File: config.mk
export PLATFORM = sky130hd
export DESIGN_NAME = alu_arbiter
export DESIGN_NICKNAME = d
export VERILOG_FILES = /design/src/rtl/alu_arbiter.sv
export SDC_FILE = /design/constraint.sdc
export NUM_CORES = 1
export LEC_CHECK = 0
export CAP_MARGIN = 20
export CORE_AREA = 2 2 110 112
export CTS_CLUSTER_SIZE = 28
export DETAILED_ROUTE_END_ITERATION = 12
export DIE_AREA = 0 0 112 114
export DONT_BUFFER_PORTS = 1
export SLEW_MARGIN = 20
export SYNTH_ARGS = -nofsm -noshare
export SYNTH_HDL_FRONTEND = slang
export SYNTH_SLANG_ARGS = --single-unit
File: constraint.sdc
create_clock -name clk -period 1.6 [get_ports clk]
set_input_delay 0.4 -clock clk [delete_from_list [all_inputs] [get_ports clk]]
set_output_delay 0.4 -clock clk [all_outputs]
set_load 0.005 [all_outputs]
File: src/rtl/alu_arbiter.sv
// Two-channel arbiter in front of one shared combinational ALU. Only one operation is in flight.
// Each operation runs IDLE -> EXEC -> RESP, or RESP -> EXEC when the next one is back-to-back.
module alu_arbiter #(
    parameter int unsigned FIXED_PRIO = 0
) (
    input  logic        clk,
    input  logic        reset,

    input  logic        req0_valid,
    output logic        req0_ready,
    input  logic [31:0] req0_a,
    input  logic [31:0] req0_b,
    input  logic        req0_sign,
    input  logic [5:0]  req0_fun,

    input  logic        req1_valid,
    output logic        req1_ready,
    input  logic [31:0] req1_a,
    input  logic [31:0] req1_b,
    input  logic        req1_sign,
    input  logic [5:0]  req1_fun,

    output logic [31:0] alu_a,
    output logic [31:0] alu_b,
    output logic        alu_sign,
    output logic [5:0]  alu_fun,
    input  logic [31:0] alu_z,

    output logic        rsp_valid,
    output logic        rsp_id,
    output logic [31:0] rsp_z,
    input  logic        rsp_ready
);

    typedef enum logic [1:0] {
        StIdle,
        StExec,
        StResp
    } state_e;

    state_e      state_q;
    logic        last_q;
    logic        id_q;
    logic [31:0] a_q;
    logic [31:0] b_q;
    logic        sign_q;
    logic [5:0]  fun_q;
    logic        rsp_valid_q;
    logic        rsp_id_q;
    logic [31:0] rsp_z_q;

    logic        any_valid;
    logic        grant;
    logic        slot_open;
    logic        accept;

    // grant is only meaningful when any_valid is set
    always_comb begin
        any_valid = req0_valid | req1_valid;
        if (req0_valid && req1_valid) begin
            grant = (FIXED_PRIO != 0) ? 1'b0 : ~last_q;
        end else begin
            grant = req1_valid;
        end
        slot_open = !reset &&
                    ((state_q == StIdle) || ((state_q == StResp) && rsp_ready));
        accept     = slot_open && any_valid;
        req0_ready = accept && !grant;
        req1_ready = accept && grant;
    end

    always_ff @(posedge clk) begin
        if (reset) begin
            state_q     <= StIdle;
            last_q      <= 1'b1;
            id_q        <= 1'b0;
            a_q         <= '0;
            b_q         <= '0;
            sign_q      <= 1'b0;
            fun_q       <= '0;
            rsp_valid_q <= 1'b0;
            rsp_id_q    <= 1'b0;
            rsp_z_q     <= '0;
        end else begin
            if (accept) begin
                id_q   <= grant;
                last_q <= grant;
                a_q    <= grant ? req1_a    : req0_a;
                b_q    <= grant ? req1_b    : req0_b;
                sign_q <= grant ? req1_sign : req0_sign;
                fun_q  <= grant ? req1_fun  : req0_fun;
            end
            case (state_q)
                StIdle: begin
                    if (accept) begin
                        state_q <= StExec;
                    end
                end
                StExec: begin
                    rsp_z_q     <= alu_z;
                    rsp_id_q    <= id_q;
                    rsp_valid_q <= 1'b1;
                    state_q     <= StResp;
                end
                StResp: begin
                    if (rsp_ready) begin
                        rsp_valid_q <= 1'b0;
                        state_q     <= accept ? StExec : StIdle;
                    end
                end
                default: begin
                    state_q <= StIdle;
                end
            endcase
        end
    end

    // The ALU always sees the latched operands so its inputs never float
    assign alu_a     = a_q;
    assign alu_b     = b_q;
    assign alu_sign  = sign_q;
    assign alu_fun   = fun_q;

    assign rsp_valid = rsp_valid_q;
    assign rsp_id    = rsp_id_q;
    assign rsp_z     = rsp_z_q;

endmodule
# Word-level counts from Yosys, hierarchy flattened
# Cells that the tools add are included.
# classes
n_reduce_logical	13
bitwise	2
eq_ne	4
n_mux	11
# op_table
operator	count
$mux 32	2
$logic_and 1x1->1	6
$mux 6	1
$pmux 2 s3	1
$mux 1	4
$mux 2	2
$ne 2x2->1 const B	2
$reduce_and 2->1	2
$eq 2x1->1 const B	1
$eq 2x2->1 const B	1
$logic_not 1->1	2
$logic_not 2->1	1
$pmux 1 s2	1
$reduce_bool 2->1	1
$logic_or 1x1->1	1
$not 1->1	1
$or 1x1->1	1
# totals
word_cells	40
ff_bits	109
out_inout_bits	107
input_bits	179

# Logic depth before layout (Yosys ltp)
# Gate-level depths: netlist of run 1.
# depth
ltp_word	8
mapped_depth	6

# Least setup slack after synthesis of run 1
# No wires, ideal clock.
# synth_timing
path_type	input -> output
start	input port reset
end	output port req1_ready
arrival_time_ps	1159
slack_ps	41
stages	3
cell_sequence	or2_1 -> a2111oi_4 -> buf_2
# synth_via
elab_chain_len	4
# synth_lines
element	line_no	source
from (decl)	7	input logic reset,
$logic_not 1->1	65	slot_open = !reset &&
$logic_and 1x1->1	65	
$logic_and 1x1->1	67	accept = slot_open && any_valid;
$logic_and 1x1->1	69	req1_ready = accept && grant;
to (decl)	17	output logic req1_ready,
# No other way between the ends.

# Final worst setup path of run 1
# layout_timing
start	register state_q[1]
end	output port req1_ready
# layout_via
elab_chain_len	6
word_cells_on_any_way	7
cone_classes	eq/ne: 1; reduce/logical: 6
# layout_lines
element	line_no	source
from (decl)	41	state_e state_q;
from (signal assigned)	74	state_q <= StIdle;
from (signal assigned)	96	state_q <= StExec;
from (signal assigned)	103	state_q <= StResp;
$eq 2x2->1	66	((state_q == StIdle) || ((state_q == StResp) && rsp_ready));
$logic_and 1x1->1	66	
$logic_or 1x1->1 *	66	
$logic_and 1x1->1 *	65	
$logic_and 1x1->1 *	67	
$logic_and 1x1->1 *	69	
# Every way passes the cells marked *; elsewhere a longest branch is shown, timed or not.

==> results.sh, run 1 <==
export IMPL_drt_iter0_drc=348
export IMPL_post_drt_wl_per_cell_um=21.4
export IMPL_setup_viol=73
export IMPL_timing_final_ws_setup_ns=-0.176
export IMPL_vias_in_the_first_global_route=3674
export IMPL_cts_bufs_inserted=9
export IMPL_slew_headroom_pct=72.0
export IMPL_routed_wirelength_mm=13.7
export IMPL_outcome="finished, violations left"
export IMPL_class_of_the_tightest_hold_or_removal_check="in -> reg"
export IMPL_htree_levels=3
export IMPL_worstMarginPinSlew_ns=0.420
export IMPL_worst_hold_slack_ns=0.129
export IMPL_pwr_density_cell_nw_per_um2=1190
export IMPL_seq_area_frac_synth_pct=48.3
export IMPL_yosysUniqueCellTypes=22
export IMPL_chipWidth_um=112
export IMPL_boundaryPins=286
export IMPL_synthesis_area_per_instance_um2=8.98
export IMPL_pre_cts_ws_ns=-0.0558
export IMPL_floorplan_rows=40
export IMPL_synth_flop_cell="sky130_fd_sc_hd__dfxtp_1"
export IMPL_max_cap_violations=0
export IMPL_drv_slew=0
export IMPL_port_buffers=0
export IMPL_critPathCaptureType="primary output"
export IMPL_cellLeakagePower_nw=1.88
export IMPL_regToRegStartpoint="state_q[1]"
export IMPL_vdd_ir_drop_worst_v=0.000629
export IMPL_max_freq_ghz=0.563
export IMPL_syn_instance_count=503
export IMPL_antenna_violations_before_repair=0
export IMPL_fin_worst_skew_ns=0.0118
export IMPL_die_y_um=114
export IMPL_reg2regPathDepth=5
export IMPL_arrival_ns=1.38
export IMPL_route_detailed_vias_per_inst=6.26
export IMPL_nNetsFinal=665
export IMPL_crit_start="state_q[1]"
export IMPL_global_route_overflow_total=0
export IMPL_timing_hold_worst_path_depth=1
export IMPL_worstPathMaxFanout=4
export IMPL_cts_reportedPaths_clkPinSlew_ns=0.07
export IMPL_initial_utilization_pct=38.6
export IMPL_fill_cells=1135
export IMPL_synth_ff_latch_count=109
export IMPL_dp_hpwl_mm=9.15
export IMPL_critical_path_required_ns=1.20
export IMPL_worstSetupStartpointType="register"
export IMPL_final_period_utilization_pct=111
export IMPL_pin_count_of_the_biggest_net_entering_global_routing=75
export IMPL_first_pass_iters=6
export IMPL_worst_setup_path_type="reg -> out"
export IMPL_routabilityCongestion=0.776
export IMPL_failed_checks="setup timing"
export IMPL_timing_hold_violations_final=0
export IMPL_critical_path_endpoint="req1_ready"
export IMPL_rsz0062_at_grt="yes"
export IMPL_ys_warnings=0
export IMPL_fin_util_pct=43.5
export IMPL_final_critical_path_time_including_i_o_delays_and_setup_ns=1.78
export IMPL_grt_pass1_wl_mm=19.9
export IMPL_synth_async_reset_ratio_pct=0
export IMPL_dr_total_vias=3989
export IMPL_cts_root_buf="sky130_fd_sc_hd__clkbuf_16"
export IMPL_reg_to_reg_endpoint="alu_b[20]"
export IMPL_reg2reg_slack_ns=-0.11
export IMPL_clock_path_buffers=2
export IMPL_drt_antenna_violating_nets=0
export IMPL_core_area_um2=11700
export IMPL_area_overhead_of_the_layout_relative_to_synthesis_pct=12.9
export IMPL_syn_num_nets=682
export IMPL_track_usage_pct=19.3
export IMPL_cts_hold_fix_buffers=0
export IMPL_antenna_cells=0
export IMPL_floorplan_die_area_um2=12800
export IMPL_clock_latency_ns=0.34
export IMPL_drt_drc_violations_left=0
export IMPL_numClockSinks=109
export IMPL_number_of_flops_mapped_to_enable_cells_by_yosys=0
export IMPL_cts_tree="yes"
export IMPL_post_route_cells_drive_above_1_share_pct=11.4
export IMPL_synth_area_um2=4520
[synthesized netlist by cell type, drive strengths merged (2+ instances only)]
cell type  count  area share [%]
clkbuf        41             3.4
inv            4            0.33
o31a           3            0.58
nor2b          2            0.28
a221o         71              16
a21oi         34             3.8
buf           19             4.2
nand2        137              11
nor2           2            0.17
nor4          72              10
dfxtp        109              48
[final cells by class]
type | count | area [µm²] | area share (%)
clock buffer | 11 | 253 | 4.96
clock inverter | 4 | 31.3 | 0.614
inverter | 4 | 15.0 | 0.295
multi-input combinational | 330 | 2010 | 39.5
sequential | 109 | 2180 | 42.9
tap | 147 | 184 | 3.61
timing repair buffer | 32 | 417 | 8.17
[routing by layer]
layer / up-vias / wire length, µm / global-route usage [%]
met4: 0 / 201 / 6.10
met1: 1864 / 5500 / 24.1
met2: 255 / 6630 / 32.4
met5: - / 0 / 0
li1: 1849 / - / -
met3: 21 / 1310 / 5.47
[cell families (layout without fill, tap and decap cells)]
group | Yosys count | after routing | share of synthesized area, %
buffers and inverters | 64 | 51 | 7.92
flip-flops | 109 | 109 | 48.3
AND/OR/NAND/NOR | 219 | 219 | 22.7
AO/OA/AOI/OAI | 111 | 111 | 21.1
[placed cells by master, fill, tap and decap left out, types with 2 or more instances in the layout]
| master | count |
|---|---|
| sky130_fd_sc_hd__dfxtp_1 | 107 |
| sky130_fd_sc_hd__buf_6 | 3 |
| sky130_fd_sc_hd__dfxtp_2 | 2 |
| sky130_fd_sc_hd__nor2_1 | 2 |
| sky130_fd_sc_hd__buf_12 | 9 |
| sky130_fd_sc_hd__clkbuf_16 | 12 |
| sky130_fd_sc_hd__nand2_1 | 137 |
| sky130_fd_sc_hd__inv_6 | 2 |
| sky130_fd_sc_hd__clkbuf_8 | 2 |
| sky130_fd_sc_hd__buf_4 | 17 |
| sky130_fd_sc_hd__a221o_1 | 71 |
| sky130_fd_sc_hd__inv_1 | 4 |
| sky130_fd_sc_hd__a21oi_1 | 34 |
| sky130_fd_sc_hd__nor4_1 | 71 |
| sky130_fd_sc_hd__o31a_1 | 2 |
[timing repair]
action | 4_1_cts | 5_1_grt
gates cloned | 0 | 6
pin swaps | 1 | 2
buffers inserted | 2 | 2
endpoints found under the setup margin | 2 | 17
resized for setup | 2 | 4
[state kept, by name, indices dropped and copies added, names as in the netlist]
name / cells
alu_b: 32
rsp_z: 32
alu_fun: 6
alu_sign: 1
rsp_id: 1
last_q: 1
alu_a: 32
rsp_valid: 1
state_q: 2
id_q: 1
[power by group]
group	total, W	internal (W)	switching, W
clock	0.00215	0.00115	0.00101
combinational	0.000762	0.000365	0.000397
sequential	0.00317	0.00296	0.000214
[worst min-delay path by stage]
stage          start         to  slack [ns]
6_report       reset  rsp_z[24]        0.13
5_1_grt        reset  rsp_z[22]        0.11
4_1_cts        reset  rsp_z[28]        0.11
3_5_place_dp    id_q     rsp_id        0.46
3_3_place_gp    id_q     rsp_id        0.45
2_1_floorplan   id_q     rsp_id        0.43
[critical path, stage by stage, from the launching register on]
cell and delay [ns]:
sky130_fd_sc_hd__dfxtp_2 0.32, sky130_fd_sc_hd__and2b_4 0.19, sky130_fd_sc_hd__a2111oi_4 0.33, sky130_fd_sc_hd__buf_4 0.20
[through the flow]
step / std cells / cell area, µm² / TNS (ns) / total power [W]
detailed placement: 614 / 4660 / -2.11 / 0.00392
global placement: 614 / 4660 / -1.66 / 0.00390
global route: 637 / 5100 / -7.63 / 0.00634
floorplan: 503 / 4520 / 0 / 0.00375
CTS: 631 / 4970 / -0.382 / 0.00607
finish: 637 / 5100 / -4.68 / 0.00609
Note: power is estimated with default switching activity, not from simulation.
==> run 2: changes to the inputs <==
--- a/config.mk
+++ b/config.mk
@@ -5,8 +5,10 @@
 export SDC_FILE = /design/constraint.sdc
 export NUM_CORES = 1
 export LEC_CHECK = 0
+export ABC_CLOCK_PERIOD_IN_PS = 1600
 export CAP_MARGIN = 20
 export CORE_AREA = 2 2 110 112
+export CTS_BUF_LIST = sky130_fd_sc_hd__clkbuf_2 sky130_fd_sc_hd__clkbuf_4 sky130_fd_sc_hd__clkbuf_8
 export CTS_CLUSTER_SIZE = 28
 export DETAILED_ROUTE_END_ITERATION = 12
 export DIE_AREA = 0 0 112 114
==> results.sh, run 2 (synthesized netlist as in run 1, its figures left out) <==
export IMPL_numClockSinks=109
export IMPL_drt_iter0_drc=304
export IMPL_dr_total_vias=3946
export IMPL_die_y_um=114
export IMPL_worstMarginPinSlew_ns=0.421
export IMPL_routed_wirelength_mm=13.2
export IMPL_area_overhead_of_the_layout_relative_to_synthesis_pct=8.01
export IMPL_netSwitchingPower_w=0.00152
export IMPL_worstPathMaxFanout=5
export IMPL_mostFrequentLayoutCells="sky130_fd_sc_hd__nand2_1, sky130_fd_sc_hd__dfxtp_1, sky130_fd_sc_hd__a221o_1, sky130_fd_sc_hd__nor4_1, sky130_fd_sc_hd__a21oi_1"
export IMPL_cellLeakagePower_nw=1.78
export IMPL_boundaryPins=286
export IMPL_worst_hold_slack_ns=0.0974
export IMPL_cts_root_buf="sky130_fd_sc_hd__clkbuf_8"
export IMPL_arrival_ns=1.42
export IMPL_fill_cells=1162
export IMPL_worst_path_dominant_cell_family="flip-flops"
export IMPL_post_drt_wl_per_cell_um=20.9
export IMPL_cell_depth_of_the_worst_setup_path=3
export IMPL_internal_power_w=0.00394
export IMPL_setup_viol=2
export IMPL_global_route_overflow_total=0
export IMPL_reg2regPathDepth=4
export IMPL_crit_start="state_q[1]"
export IMPL_first_pass_iters=5
export IMPL_timing_critical_path_slowest_stage_cell="sky130_fd_sc_hd__dfxtp_2"
export IMPL_drt_antenna_violating_nets=0
export IMPL_cp_num_buf_inv=1
export IMPL_critical_path_required_ns=1.20
export IMPL_drv_slew=0
export IMPL_clock_latency_ns=0.36
export IMPL_failed_checks="setup timing"
export IMPL_routabilityCongestion=0.776
export IMPL_class_of_the_tightest_hold_or_removal_check="in -> reg"
export IMPL_worstSetupStartpointType="register"
export IMPL_critical_path_endpoint="req1_ready"
export IMPL_antenna_violations_before_repair=0
export IMPL_max_stage_delay_ns=0.33
export IMPL_place_area_um2=4660
export IMPL_worst_setup_path_type="reg -> out"
export IMPL_sequentialPowerShare_pct=58.1
export IMPL_antenna_cells=0
export IMPL_regToRegStartpoint="state_q[1]"
export IMPL_floorplan_die_area_um2=12800
export IMPL_cts_hold_fix_buffers=0
export IMPL_cts_bufs_inserted=9
export IMPL_reg_to_reg_endpoint="alu_a[7]"
export IMPL_port_buffers=0
export IMPL_initial_utilization_pct=38.6
export IMPL_dp_hpwl_mm=9.15
export IMPL_post_route_cells_drive_above_1_share_pct=10.4
export IMPL_placedCellCount=614
export IMPL_route_detailed_vias_per_inst=6.26
export IMPL_pwr_density_cell_nw_per_um2=1120
export IMPL_rsz0062_at_grt="yes"
export IMPL_power_frac_clock_pct=29.0
export IMPL_reg2reg_slack_ns=0.06
export IMPL_grt_pass1_wl_mm=19.8
export IMPL_pin_count_of_the_biggest_net_entering_global_routing=75
export IMPL_sw_frac_of_total_pct=27.8
export IMPL_htree_levels=3
export IMPL_outcome="finished, violations left"
export IMPL_cts_reportedPaths_clkPinSlew_ns=0.10
export IMPL_timing_hold_violations_final=0
export IMPL_drt_drc_violations_left=0
export IMPL_max_cap_violations=0
export IMPL_critPathCaptureType="primary output"
export IMPL_floorplan_rows=40
export IMPL_timing_final_ws_setup_ns=-0.215
export IMPL_track_usage_pct=19.3
export IMPL_slew_headroom_pct=71.9
export IMPL_final_cells=630
export IMPL_vias_in_the_first_global_route=3676
export IMPL_chipWidth_um=112
export IMPL_nNetsFinal=658
export IMPL_core_area_um2=11700
export IMPL_timing_critical_path_cells="and2b_4 > a2111oi_4 > buf_4"
export IMPL_clock_path_buffers=2
export IMPL_final_critical_path_time_including_i_o_delays_and_setup_ns=1.82
export IMPL_fin_worst_skew_ns=0.00884
export IMPL_max_freq_ghz=0.551
export IMPL_most_common_library_cell_in_the_layout_ignoring_fill_and_taps="sky130_fd_sc_hd__nand2_1"
export IMPL_final_period_utilization_pct=113
export IMPL_cts_tree="yes"
export IMPL_vdd_ir_drop_worst_v=0.000469
export IMPL_fin_area_um2=4880
export IMPL_post_layout_total_power_w=0.00546
export IMPL_power_share_combinational_pct=12.8
## run 2: cell types whose count changed in the layout (fill, tap and decap cells not counted)
cell	delta
sky130_fd_sc_hd__buf_4	-1
sky130_fd_sc_hd__buf_6	-3
sky130_fd_sc_hd__clkbuf_16	-12
sky130_fd_sc_hd__clkbuf_8	+9
sky130_fd_sc_hd__nor4_1	-1
sky130_fd_sc_hd__nor4_2	+1
sky130_fd_sc_hd__o31a_2	+1
sky130_fd_sc_hd__o31a_4	-1
## run 2: metal layers
layer	vias up	share of wire [%]	global-route usage, %
li1	1834	-	-
met1	1836	41	23.9
met2	250	48	32.3
met3	26	8.7	4.84
met4	0	2.0	7.72
met5	-	0	0
## run 2: layout make-up
class	instances	area (µm²)	area share (%)
tap	147	184	3.77
clock buffer	11	151	3.10
timing repair buffer	25	300	6.16
sequential	109	2180	44.8
multi-input combinational	330	2010	41.2
clock inverter	4	31.3	0.641
inverter	4	15.0	0.308
## run 2: repair_timing
action	CTS	global route
pin swaps	1	1
endpoints found under the setup margin	2	27
gates cloned	0	0
setup buffers	1	2
resized for setup	2	4
## run 2: worst reg2reg max path: cells and delay by family (launching register included)
| kind | cells | cell delay [ns] |
|---|---|---|
| compound gates | 2 | 0.71 |
| buf+inv | 1 | 0.19 |
| simple gates | 1 | 0.19 |
| flops | 1 | 0.33 |
## run 2: power groups by stage
| stage | combinational [W] | sequential [W] | clock (W) |
|---|---|---|---|
| detailed placement | 0.000695 | 0.00323 | 0 |
| CTS | 0.000698 | 0.00317 | 0.00164 |
| finish | 0.000701 | 0.00317 | 0.00159 |
| global placement | 0.000667 | 0.00323 | 0 |
| floorplan | 0.000587 | 0.00316 | 0 |
| global route | 0.000777 | 0.00320 | 0.00173 |
## run 2: through the flow
step | setup TNS [ns] | util (%) | worst slack, ns
floorplan | 0 | - | 0.0412
CTS | -0.471 | 41.5 | -0.237
global route | -0.493 | 41.7 | -0.289
global placement | -1.66 | 39.8 | -0.0413
finish | -0.345 | 41.7 | -0.215
detailed placement | -2.11 | 39.8 | -0.0558
## run 2: worst min-delay path by stage
stage	from	to	slack [ns]	depth (start not counted)
2_1_floorplan	id_q	rsp_id	0.43	2
3_3_place_gp	id_q	rsp_id	0.45	2
3_5_place_dp	id_q	rsp_id	0.46	2
4_1_cts	reset	rsp_z[28]	0.07	1
5_1_grt	reset	rsp_z[22]	0.06	1
6_report	reset	state_q[1]	0.1	1
==> run 3: changes to the inputs <==
--- a/config.mk
+++ b/config.mk
@@ -7,11 +7,12 @@
 export LEC_CHECK = 0
 export ABC_CLOCK_PERIOD_IN_PS = 1600
 export CAP_MARGIN = 20
-export CORE_AREA = 2 2 110 112
+export CORE_AREA = 2 2 111 113
 export CTS_BUF_LIST = sky130_fd_sc_hd__clkbuf_2 sky130_fd_sc_hd__clkbuf_4 sky130_fd_sc_hd__clkbuf_8
+export CTS_CLUSTER_DIAMETER = 40
 export CTS_CLUSTER_SIZE = 28
 export DETAILED_ROUTE_END_ITERATION = 12
-export DIE_AREA = 0 0 112 114
+export DIE_AREA = 0 0 113 115
 export DONT_BUFFER_PORTS = 1
 export SLEW_MARGIN = 20
 export SYNTH_ARGS = -nofsm -noshare
==> results.sh, run 3 (synthesized netlist as in run 1, its figures left out) <==
export IMPL_failed_checks="DRC, setup timing"
export IMPL_fill_cells=1133
export IMPL_critPathCaptureType="primary output"
export IMPL_ff_latch_area_um2=2180
export IMPL_cts_root_buf="sky130_fd_sc_hd__clkbuf_8"
export IMPL_initial_utilization_pct=38.2
export IMPL_drv_slew=0
export IMPL_antenna_violations_before_repair=0
export IMPL_floorplan_rows=40
export IMPL_port_buffers=0
export IMPL_max_stage_delay_ns=0.34
export IMPL_max_freq_ghz=0.543
export IMPL_dp_hpwl_mm=8.97
export IMPL_drt_iter0_drc=283
export IMPL_clock_path_buffers=2
export IMPL_floorplan_die_area_um2=13000
export IMPL_numClockSinks=109
export IMPL_route_detailed_vias_per_inst=6.18
export IMPL_worstPathMaxFanout=6
export IMPL_track_usage_pct=18.8
export IMPL_timing_hold_violations_final=0
export IMPL_outcome="finished, violations left"
export IMPL_vdd_ir_drop_worst_v=0.000365
export IMPL_slew_headroom_pct=77.6
export IMPL_vias_in_the_first_global_route=3671
export IMPL_multi_input_comb_area_um2=2010
export IMPL_cts_reportedPaths_clkPinSlew_ns=0.11
export IMPL_final_cells=638
export IMPL_cts_tree="yes"
export IMPL_dr_total_vias=3944
export IMPL_fin_util_pct=41.9
export IMPL_antenna_cells=0
export IMPL_worst_path_dominant_cell_family="compound AO/OA/AOI/OAI gates"
export IMPL_grt_pass1_wl_mm=19.5
export IMPL_place_area_um2=4700
export IMPL_pre_cts_ws_ns=-0.208
export IMPL_routabilityCongestion=0.765
export IMPL_global_route_overflow_total=0
export IMPL_die_y_um=115
export IMPL_most_common_library_cell_in_the_layout_ignoring_fill_and_taps="sky130_fd_sc_hd__nand2_1"
export IMPL_placedCellCount=622
export IMPL_first_pass_iters=9
export IMPL_post_drt_wl_per_cell_um=20.6
export IMPL_class_of_the_tightest_hold_or_removal_check="in -> reg"
export IMPL_final_critical_path_time_including_i_o_delays_and_setup_ns=1.84
export IMPL_final_period_utilization_pct=115
export IMPL_core_area_um2=11800
export IMPL_drt_drc_violations_left=17
export IMPL_pwr_density_cell_nw_per_um2=1150
export IMPL_routed_wirelength_mm=13.1
export IMPL_rsz0062_at_grt="yes"
export IMPL_htree_levels=3
export IMPL_drt_antenna_violating_nets=0
export IMPL_worst_hold_slack_ns=0.0824
export IMPL_pin_count_of_the_biggest_net_entering_global_routing=75
export IMPL_arrival_ns=1.44
export IMPL_boundaryPins=286
export IMPL_timing_final_ws_setup_ns=-0.241
export IMPL_worstSetupStartpointType="register"
export IMPL_cts_bufs_inserted=9
export IMPL_clock_latency_ns=0.37
export IMPL_area_overhead_of_the_layout_relative_to_synthesis_pct=9.67
export IMPL_max_cap_violations=0
export IMPL_fin_area_um2=4950
export IMPL_setup_viol=2
export IMPL_cp_num_buf_inv=1
export IMPL_worstMarginPinSlew_ns=0.333
export IMPL_timing_critical_path_slowest_stage_cell="sky130_fd_sc_hd__a2111oi_4"
export IMPL_nNetsFinal=665
export IMPL_cellLeakagePower_nw=1.82
export IMPL_chipWidth_um=113
export IMPL_mostFrequentLayoutCells="sky130_fd_sc_hd__nand2_1, sky130_fd_sc_hd__dfxtp_1, sky130_fd_sc_hd__nor4_1, sky130_fd_sc_hd__a221o_1, sky130_fd_sc_hd__a21oi_1"
export IMPL_post_route_cells_drive_above_1_share_pct=11.6
export IMPL_critical_path_required_ns=1.20
export IMPL_timing_critical_path_cells="and2b_4 > a2111oi_4 > buf_4"
export IMPL_worst_setup_path_type="reg -> out"
export IMPL_fin_worst_skew_ns=0.00727
==> run 3: per-stage QoR <==
step	power [W]	setup TNS [ns]
finish	0.00568	-0.413
global route	0.00594	-0.693
CTS	0.00574	-0.463
detailed placement	0.00393	-2.97
global placement	0.00391	-1.09
floorplan	0.00375	0
==> run 3: path summary, 6_finish.rpt <==
| check | start | to | slack, ns | cells past startpoint |
|---|---|---|---|---|
| setup / recovery | state_q[1] | req1_ready | -0.24 | 3 |
| hold / removal | reset | rsp_z[24] | 0.08 | 1 |
| setup reg to reg | state_q[1] | alu_a[25] | 0.06 | 5 |
| hold reg to reg | id_q | rsp_id | 0.47 | 2 |
==> run 3: area by class of cell <==
type	instances	area share (%)
timing repair buffer	32	7.05
multi-input combinational	330	40.5
tap	147	3.71
inverter	4	0.303
clock inverter	7	1.84
sequential	109	44.1
clock buffer	9	2.50
==> run 3: worst register-to-register path: cells and delay by family, from the launching register on <==
kind / cells / cell delay [ns]
buffers and inverters: 2 / 0.46
AO/OA/AOI/OAI: 2 / 0.50
AND/OR/NAND/NOR: 1 / 0.19
flip-flops: 1 / 0.33
==> run 3: metal layers <==
| layer | vias to the layer above | GRT usage [%] | share of wire (%) |
|---|---|---|---|
| met5 | - | 0 | 0 |
| met4 | 0 | 6.02 | 1.2 |
| met3 | 13 | 5.64 | 9.9 |
| met2 | 216 | 30.2 | 49 |
| met1 | 1871 | 24.3 | 39 |
| li1 | 1844 | - | - |
==> run 3: what timing repair did <==
action	4_1_cts	5_1_grt
buffers inserted	1	0
pin swaps	2	0
endpoints found under the setup margin	8	49
hold buffers	0	0
cloned	0	1
resized for setup	4	2
==> run 3: power by group <==
part / total (W) / switching, W / internal [W]
clock network: 0.00180 / 0.00104 / 0.000766
logic: 0.000716 / 0.000379 / 0.000336
registers: 0.00316 / 0.000206 / 0.00296
total: 0.00568 / 0.00162 / 0.00406
